<file path="src/rtl/fetch_stage.sv">
// Instruction fetch stage: issues one word fetch at a time and hands the returned
// instruction to decode through a valid/ready register slice.

module fetch_adder #(
  parameter int unsigned WIDTH = 32
) (
  input  logic [WIDTH-1:0] a_i,
  input  logic [WIDTH-1:0] b_i,
  output logic [WIDTH-1:0] sum_o
);
  // Wraps modulo 2^WIDTH by construction.
  assign sum_o = a_i + b_i;
endmodule

module fetch_stage #(
  parameter int unsigned     WIDTH    = 32,
  parameter logic [WIDTH-1:0] RESET_PC = '0
) (
  input  logic             clk,
  input  logic             rst,
  input  logic             redirect_valid,
  input  logic [WIDTH-1:0] redirect_pc,
  output logic             imem_req_valid,
  input  logic             imem_req_ready,
  output logic [WIDTH-1:0] imem_req_addr,
  input  logic             imem_resp_valid,
  input  logic [31:0]      imem_resp_data,
  output logic             if_valid,
  input  logic             if_ready,
  output logic [WIDTH-1:0] if_pc,
  output logic [31:0]      if_instr
);

  localparam logic [2:0] StIdle  = 3'd0;
  localparam logic [2:0] StReq   = 3'd1;
  localparam logic [2:0] StWait  = 3'd2;
  localparam logic [2:0] StHold  = 3'd3;
  localparam logic [2:0] StDrain = 3'd4;

  localparam logic [WIDTH-1:0] PcStep = WIDTH'(4);

  logic [2:0]       state_q, state_d;
  logic [WIDTH-1:0] pc_q, pc_d;
  logic             if_valid_q, if_valid_d;
  logic [WIDTH-1:0] if_pc_q, if_pc_d;
  logic [31:0]      if_instr_q, if_instr_d;
  logic [WIDTH-1:0] pc_plus4;
  logic [WIDTH-1:0] redirect_target;
  logic             unused_redirect_lsbs;

  fetch_adder #(
    .WIDTH (WIDTH)
  ) u_pc_adder (
    .a_i   (pc_q),
    .b_i   (PcStep),
    .sum_o (pc_plus4)
  );

  assign redirect_target      = {redirect_pc[WIDTH-1:2], 2'b00};
  assign unused_redirect_lsbs = ^redirect_pc[1:0];

  always_comb begin
    state_d    = state_q;
    pc_d       = pc_q;
    if_valid_d = if_valid_q;
    if_pc_d    = if_pc_q;
    if_instr_d = if_instr_q;

    case (state_q)
      StIdle: begin
        state_d = StReq;
      end
      StReq: begin
        if (redirect_valid) begin
          pc_d       = redirect_target;
          if_valid_d = 1'b0;
        end else if (imem_req_ready) begin
          state_d = StWait;
        end
      end
      StWait: begin
        if (redirect_valid) begin
          pc_d       = redirect_target;
          if_valid_d = 1'b0;
          // A response landing with the redirect is simply dropped; otherwise wait it out.
          state_d    = imem_resp_valid ? StReq : StDrain;
        end else if (imem_resp_valid) begin
          if_instr_d = imem_resp_data;
          if_pc_d    = pc_q;
          pc_d       = pc_plus4;
          if_valid_d = 1'b1;
          state_d    = StHold;
        end
      end
      StHold: begin
        if (redirect_valid) begin
          pc_d       = redirect_target;
          if_valid_d = 1'b0;
          state_d    = StReq;
        end else if (if_ready) begin
          if_valid_d = 1'b0;
          state_d    = StReq;
        end
      end
      StDrain: begin
        if (redirect_valid) begin
          pc_d       = redirect_target;
          if_valid_d = 1'b0;
        end else if (imem_resp_valid) begin
          state_d = StReq;
        end
      end
      default: begin
        state_d = StIdle;
      end
    endcase
  end

  always_ff @(posedge clk) begin
    if (rst) begin
      state_q    <= StIdle;
      pc_q       <= RESET_PC;
      if_valid_q <= 1'b0;
      if_pc_q    <= '0;
      if_instr_q <= '0;
    end else begin
      state_q    <= state_d;
      pc_q       <= pc_d;
      if_valid_q <= if_valid_d;
      if_pc_q    <= if_pc_d;
      if_instr_q <= if_instr_d;
    end
  end

  assign imem_req_valid = (state_q == StReq);
  assign imem_req_addr  = pc_q;
  assign if_valid       = if_valid_q;
  assign if_pc          = if_pc_q;
  assign if_instr       = if_instr_q;

endmodule

</file>
<file path="config.mk">
export PLATFORM = sky130hd
export DESIGN_NAME = fetch_stage
export DESIGN_NICKNAME = d
export VERILOG_FILES = /design/src/rtl/fetch_stage.sv
export SDC_FILE = /design/constraint.sdc
export NUM_CORES = 1
export LEC_CHECK = 0
export BUFFER_PORTS_ARGS = -buffer_cell sky130_fd_sc_hd__buf_2
export CORE_AREA = 2 2 100 102
export DETAILED_ROUTE_END_ITERATION = 8
export DIE_AREA = 0 0 102 104
export PLACE_DENSITY = 0.73
export SYNTH_ARGS = -nofsm -noshare
export SYNTH_HDL_FRONTEND = slang
export SYNTH_SLANG_ARGS = --single-unit
</file>
<file path="constraint.sdc">
create_clock -name clk -period 2.45 [get_ports clk]
set_input_delay 0.1225 -clock clk [delete_from_list [all_inputs] [get_ports clk]]
set_output_delay 0.1225 -clock clk [all_outputs]
set_load 0.01 [all_outputs]
</file>
# Yosys cells after proc, flatten, opt, wreduce, memory -nomap -nowiden
# Index checks and enable logic that the tools add are counted.
# word_totals
register_bits,100
latch_bits,0
ram_bits,0
rom_bits,0
output_inout_bits,98
mem_count,0
# op_classes
add_sub_neg,1
multipliers,0
n_div,0
magnitude_cmp,0
eq_ne,12
shifts,0
mux,20
bitwise,1
n_reduce_logical,9
# ops
op,count
$mux W32,3
$pmux W32 S2,1
$add A32 B3 Y32 const B,1
$mux W3,9
$pmux W3 S5,1
$eq A3 B2 Y1 const B,2
$ne A2 B1 Y1 const B,3
$ne A2 B2 Y1 const B,3
$ne A3 B3 Y1 const B,2
$reduce_and A3 Y1,2
$reduce_and A6 Y1,1
$mux W1,5
$reduce_and A4 Y1,1
$eq A3 B1 Y1 const B,1
$eq A3 B3 Y1 const B,1
$logic_not A3 Y1,1
$pmux W1 S3,1
$reduce_bool A3 Y1,1
$reduce_or A3 Y1,1
$reduce_bool A2 Y1,1
$reduce_or A2 Y1,1
$not A1 Y1,1

# Longest topological paths before layout
# depth
ltp_word,4
ltp_mapped,8
depth_no_buf,6

# By module
# Synthesis repeated with hierarchy kept, for this count alone.
# hier_totals
cells_unflattened,725
hier_area_um2,5786.8
# modules_own_cells
mod,instances,cells_per_inst,area_per_inst_um2,seq_area_each_um2
fetch_stage,1,504,4185.3,2001.9
fetch_adder,1,221,1601.5,0.0

# Worst setup path before layout
# No wires, ideal clock.
# synth_timing
kind,register -> register
startpoint,"register pc_q[18], in the netlist imem_req_addr[18]"
endpoint,"register pc_q[31], in the netlist imem_req_addr[31]"
setup_time_ns,0.079
arrival_time_ns,2.250
required_ns,2.371
setup_slack_ns,0.121
path_stages_with_launch,8
period_less_slack_ns,2.329
path_cell_list,dfxtp_1 buf_2 nand4_1 or4_4 or3_1 clkbuf_2 or4_1 o211ai_1
# synth_between
elab_chain_cells,4
# synth_lines
element,line_no,rtl
"start, declared",43,"logic [WIDTH-1:0] pc_q, pc_d;"
"start signal, assigned",128,pc_q <= pc_d;
$add A32 B3 Y32,12,assign sum_o = a_i + b_i;
$mux W32,87,end else if (imem_resp_valid) begin
$mux W32,82,if (redirect_valid) begin
$pmux W32 S2,69,case (state_q)
# No other way between the ends. The select of a mux whose other input is x is not followed.
# A chain may end at the register's enable or synchronous reset.

# Worst setup path after layout
# layout_timing
startpoint,"register pc_q[21], in the netlist imem_req_addr[21]"
endpoint,"register pc_q[31], in the netlist imem_req_addr[31]"
# Same word-level chain as after synthesis.

==> flow_summary.ini <==
[worst_setup_path]
r2r_start = imem_req_addr[21]$_SDFFE_PP0P_
ff2ff_path_depth = 5
cp-end-kind = flop
startpoint = imem_req_addr[21]$_SDFFE_PP0P_
cp_max_fo = 8
reg2reg_slack_ns = 0.12
r2r_end = imem_req_addr[31]$_SDFFE_PP0P_
required_ns = 2.74
start_kind = flop
arrival_ns = 2.62
worstSetupPathType = reg2reg
crit_end = imem_req_addr[31]$_SDFFE_PP0P_

[floorplan]
start_util_pct = 46.8
rows = 36
boundaryPins = 168
die_w_um = 102
die_h_um = 104
dieArea_um2 = 10600
core_um2 = 9550

[placed_design]
place_area_um2 = 5440
dp_slack_ns = 0.106
dp_hpwl_um = 9260
portBuffers = 161
gp_congestion = 0.878

[sta]
rsz0062_at_grt = no
max_freq_mhz = 430
min_period_ns = 2.33
setup_viol = 0
timing.final.ws_setup_ns = 0.124
hold_viol_final = 0
tightest_slew_ns = 1.11
slew_violations = 0
clock_skew_ns = 0.0132
relSlewSlack_pct = 25.0
timing.hold.ws_ns = 0.0145
fin_crit_sh_pct = 94.9
fin_setup_tns_ns = 0

[clock_tree]
clk_path_buf_depth = 2
cts_tree = built
cts_root_buffer = clkbuf_8
path_clk_slew_ns = 0.10
cts_sinks = 96
post-cts-setup-buffers = 0
cts_buffers = 9
clock_latency_ns = 0.37
h-tree-depth = 3

[route]
highest_layer = met4
route.detailed.drc = 0
drt-met1-wl_um = 5980
firstDrtPassIters = 5
initialDrtViolationCount = 325
drtAntennaViolNets = 0
dr_wl_met2_um = 6640
drt-wirelength-per-cell_um = 15.5
dr_wl_met3_um = 1100
drt-vias-per-instance = 5.51
wl_um = 14100
via_count = 5023

[worst_hold_path]
hold_path_class = in2reg

[layout]
finalInstanceArea_um2 = 5940
area_delta_synth_final_pct = 32.9
layout.nets = 844
num-fill-cells = 881
final_common_cell = buf_2
final_core_util_pct = 62.2
drive_gt1_share_pct = 26.1
mostFrequentLayoutCells = buf_2, nand2_1, dfxtp_1
n_antenna_cell = 0

[global_routing]
grt_pass1_wl_um = 22900
grt_util_all_layers_pct = 26.5
grt_max_degree = 61
grt_pass1_vias = 4739
antenna_found_initial = 0
gr-total-overflow = 0

[synthesis]
ys_ff_latch = 96
ys_types = 53
synth_flop_cell = dfxtp_1
synthArstFlopShare_pct = 0
avgSynthCellArea_um2 = 7.50
yosysWarningCount = 0
syn-cell-area_um2 = 4470
synthCells = 596
ys_seq_area_share_pct = 43.0
synth-edff-count = 0

[job]
cap_violations = 0

[power]
power_leakage_uw = 0.00243
power_density_nw_per_um2 = 577
max-vdd-ir-drop_v = 0.000324

[status]
status = completed
-- final cells by class --
| type | instances | area, um2 | area share [%] |
|---|---|---|---|
| timing repair buffer | 211 | 1280 | 21.6 |
| sequential | 96 | 1920 | 32.3 |
| tap | 133 | 166 | 2.80 |
| inverter | 8 | 30.0 | 0.505 |
| clock buffer | 10 | 128 | 2.15 |
| clock inverter | 6 | 67.6 | 1.14 |
| multi-input combinational | 447 | 2350 | 39.5 |
-- synthesized netlist by cell type (3+ instances only) --
library cell    n  area share, %
nand3b_1        4           0.67
nand3_1        15            1.7
nor2_1         21            1.8
nor3b_1         3           0.50
nand2b_1        6           0.84
a21oi_1        90             10
and2_1          4           0.56
dfxtp_1        96             43
clkbuf_1       36            3.0
o2bb2ai_1       3           0.59
and4_1          5           0.98
o211ai_1       10            1.7
buf_4           4           0.67
and2_0          6           0.84
inv_1           8           0.67
o21ai_0        30            3.4
nand4_1         8            1.1
nand2_1       149             13
a31oi_1         9            1.3
buf_1           5           0.42
nor2b_1         5           0.70
or3_1           8            1.1
a21o_1          6            1.0
nor3_1         13            1.5
o221ai_1        3           0.59
nor4_1          7           0.98
and3_1          4           0.56
mux2i_1         5            1.1
-- state kept, by name, indices dropped and copies added (netlist names) --
name,flops
if_instr,32
state_q,3
if_pc,30
imem_req_addr,30
if_valid,1
-- timing repair --
action / CTS / global route
resized for setup: 0 / 1
hold buffers: 30 / 0
setup endpoints to repair: 0 / 1
hold endpoints to repair: 30 / 0
-- power breakdown --
part / total, uW / internal [uW] / leakage, uW / switching, uW
logic: 628 / 271 / 0.00156 / 357
registers: 1730 / 1630 / 0.000778 / 98.1
clock network: 1070 / 479 / 0.0000933 / 592
total: 3430 / 2380 / 0.00243 / 1050
-- logic make-up after synthesis --
group / Yosys count / synth area share (%)
simple gates: 265 / 27.7
compound gates: 171 / 22.5
other cells: 1 / 0.0839
flops: 96 / 43.0
buf+inv: 56 / 5.12
fa+ha+maj: 1 / 0.280
mux: 6 / 1.37
-- metrics by stage --
stage          cells  total power, uW
5_1_grt          911             3590
2_1_floorplan    599             2080
3_3_place_gp     865             2330
4_1_cts          911             3430
3_5_place_dp     865             2340
6_report         911             3430
-- worst min path at each step --
stage,slack [ns],startpoint,cells after the start,end
3_5_place_dp,0.37,imem_resp_data[13],3,if_instr[13]$_SDFFE_PP0P_
6_report,0.01,redirect_pc[3],3,imem_req_addr[3]$_SDFFE_PP0P_
5_1_grt,0.01,imem_resp_data[5],3,if_instr[5]$_SDFFE_PP0P_
4_1_cts,0.004,imem_resp_data[5],3,if_instr[5]$_SDFFE_PP0P_
3_3_place_gp,0.36,imem_resp_data[17],3,if_instr[17]$_SDFFE_PP0P_
2_1_floorplan,0.26,imem_resp_data[0],2,if_instr[0]$_SDFFE_PP0P_
-- critical path, cell delays in order, from the launching register on --
cell and delay [ns]:
dfxtp_1 0.42, nand4_1 0.21, or4_4 0.57, or3_4 0.46
or4_1 0.49, o211ai_1 0.10
-- layer usage --
| layer | vias up | global-route usage, % |
|---|---|---|
| li1 | 2435 | - |
| met1 | 2335 | 34.2 |
| met2 | 222 | 43.2 |
| met3 | 31 | 5.71 |
| met4 | 0 | 9.62 |
| met5 | - | 0 |
(Power assumes the default switching activity.)
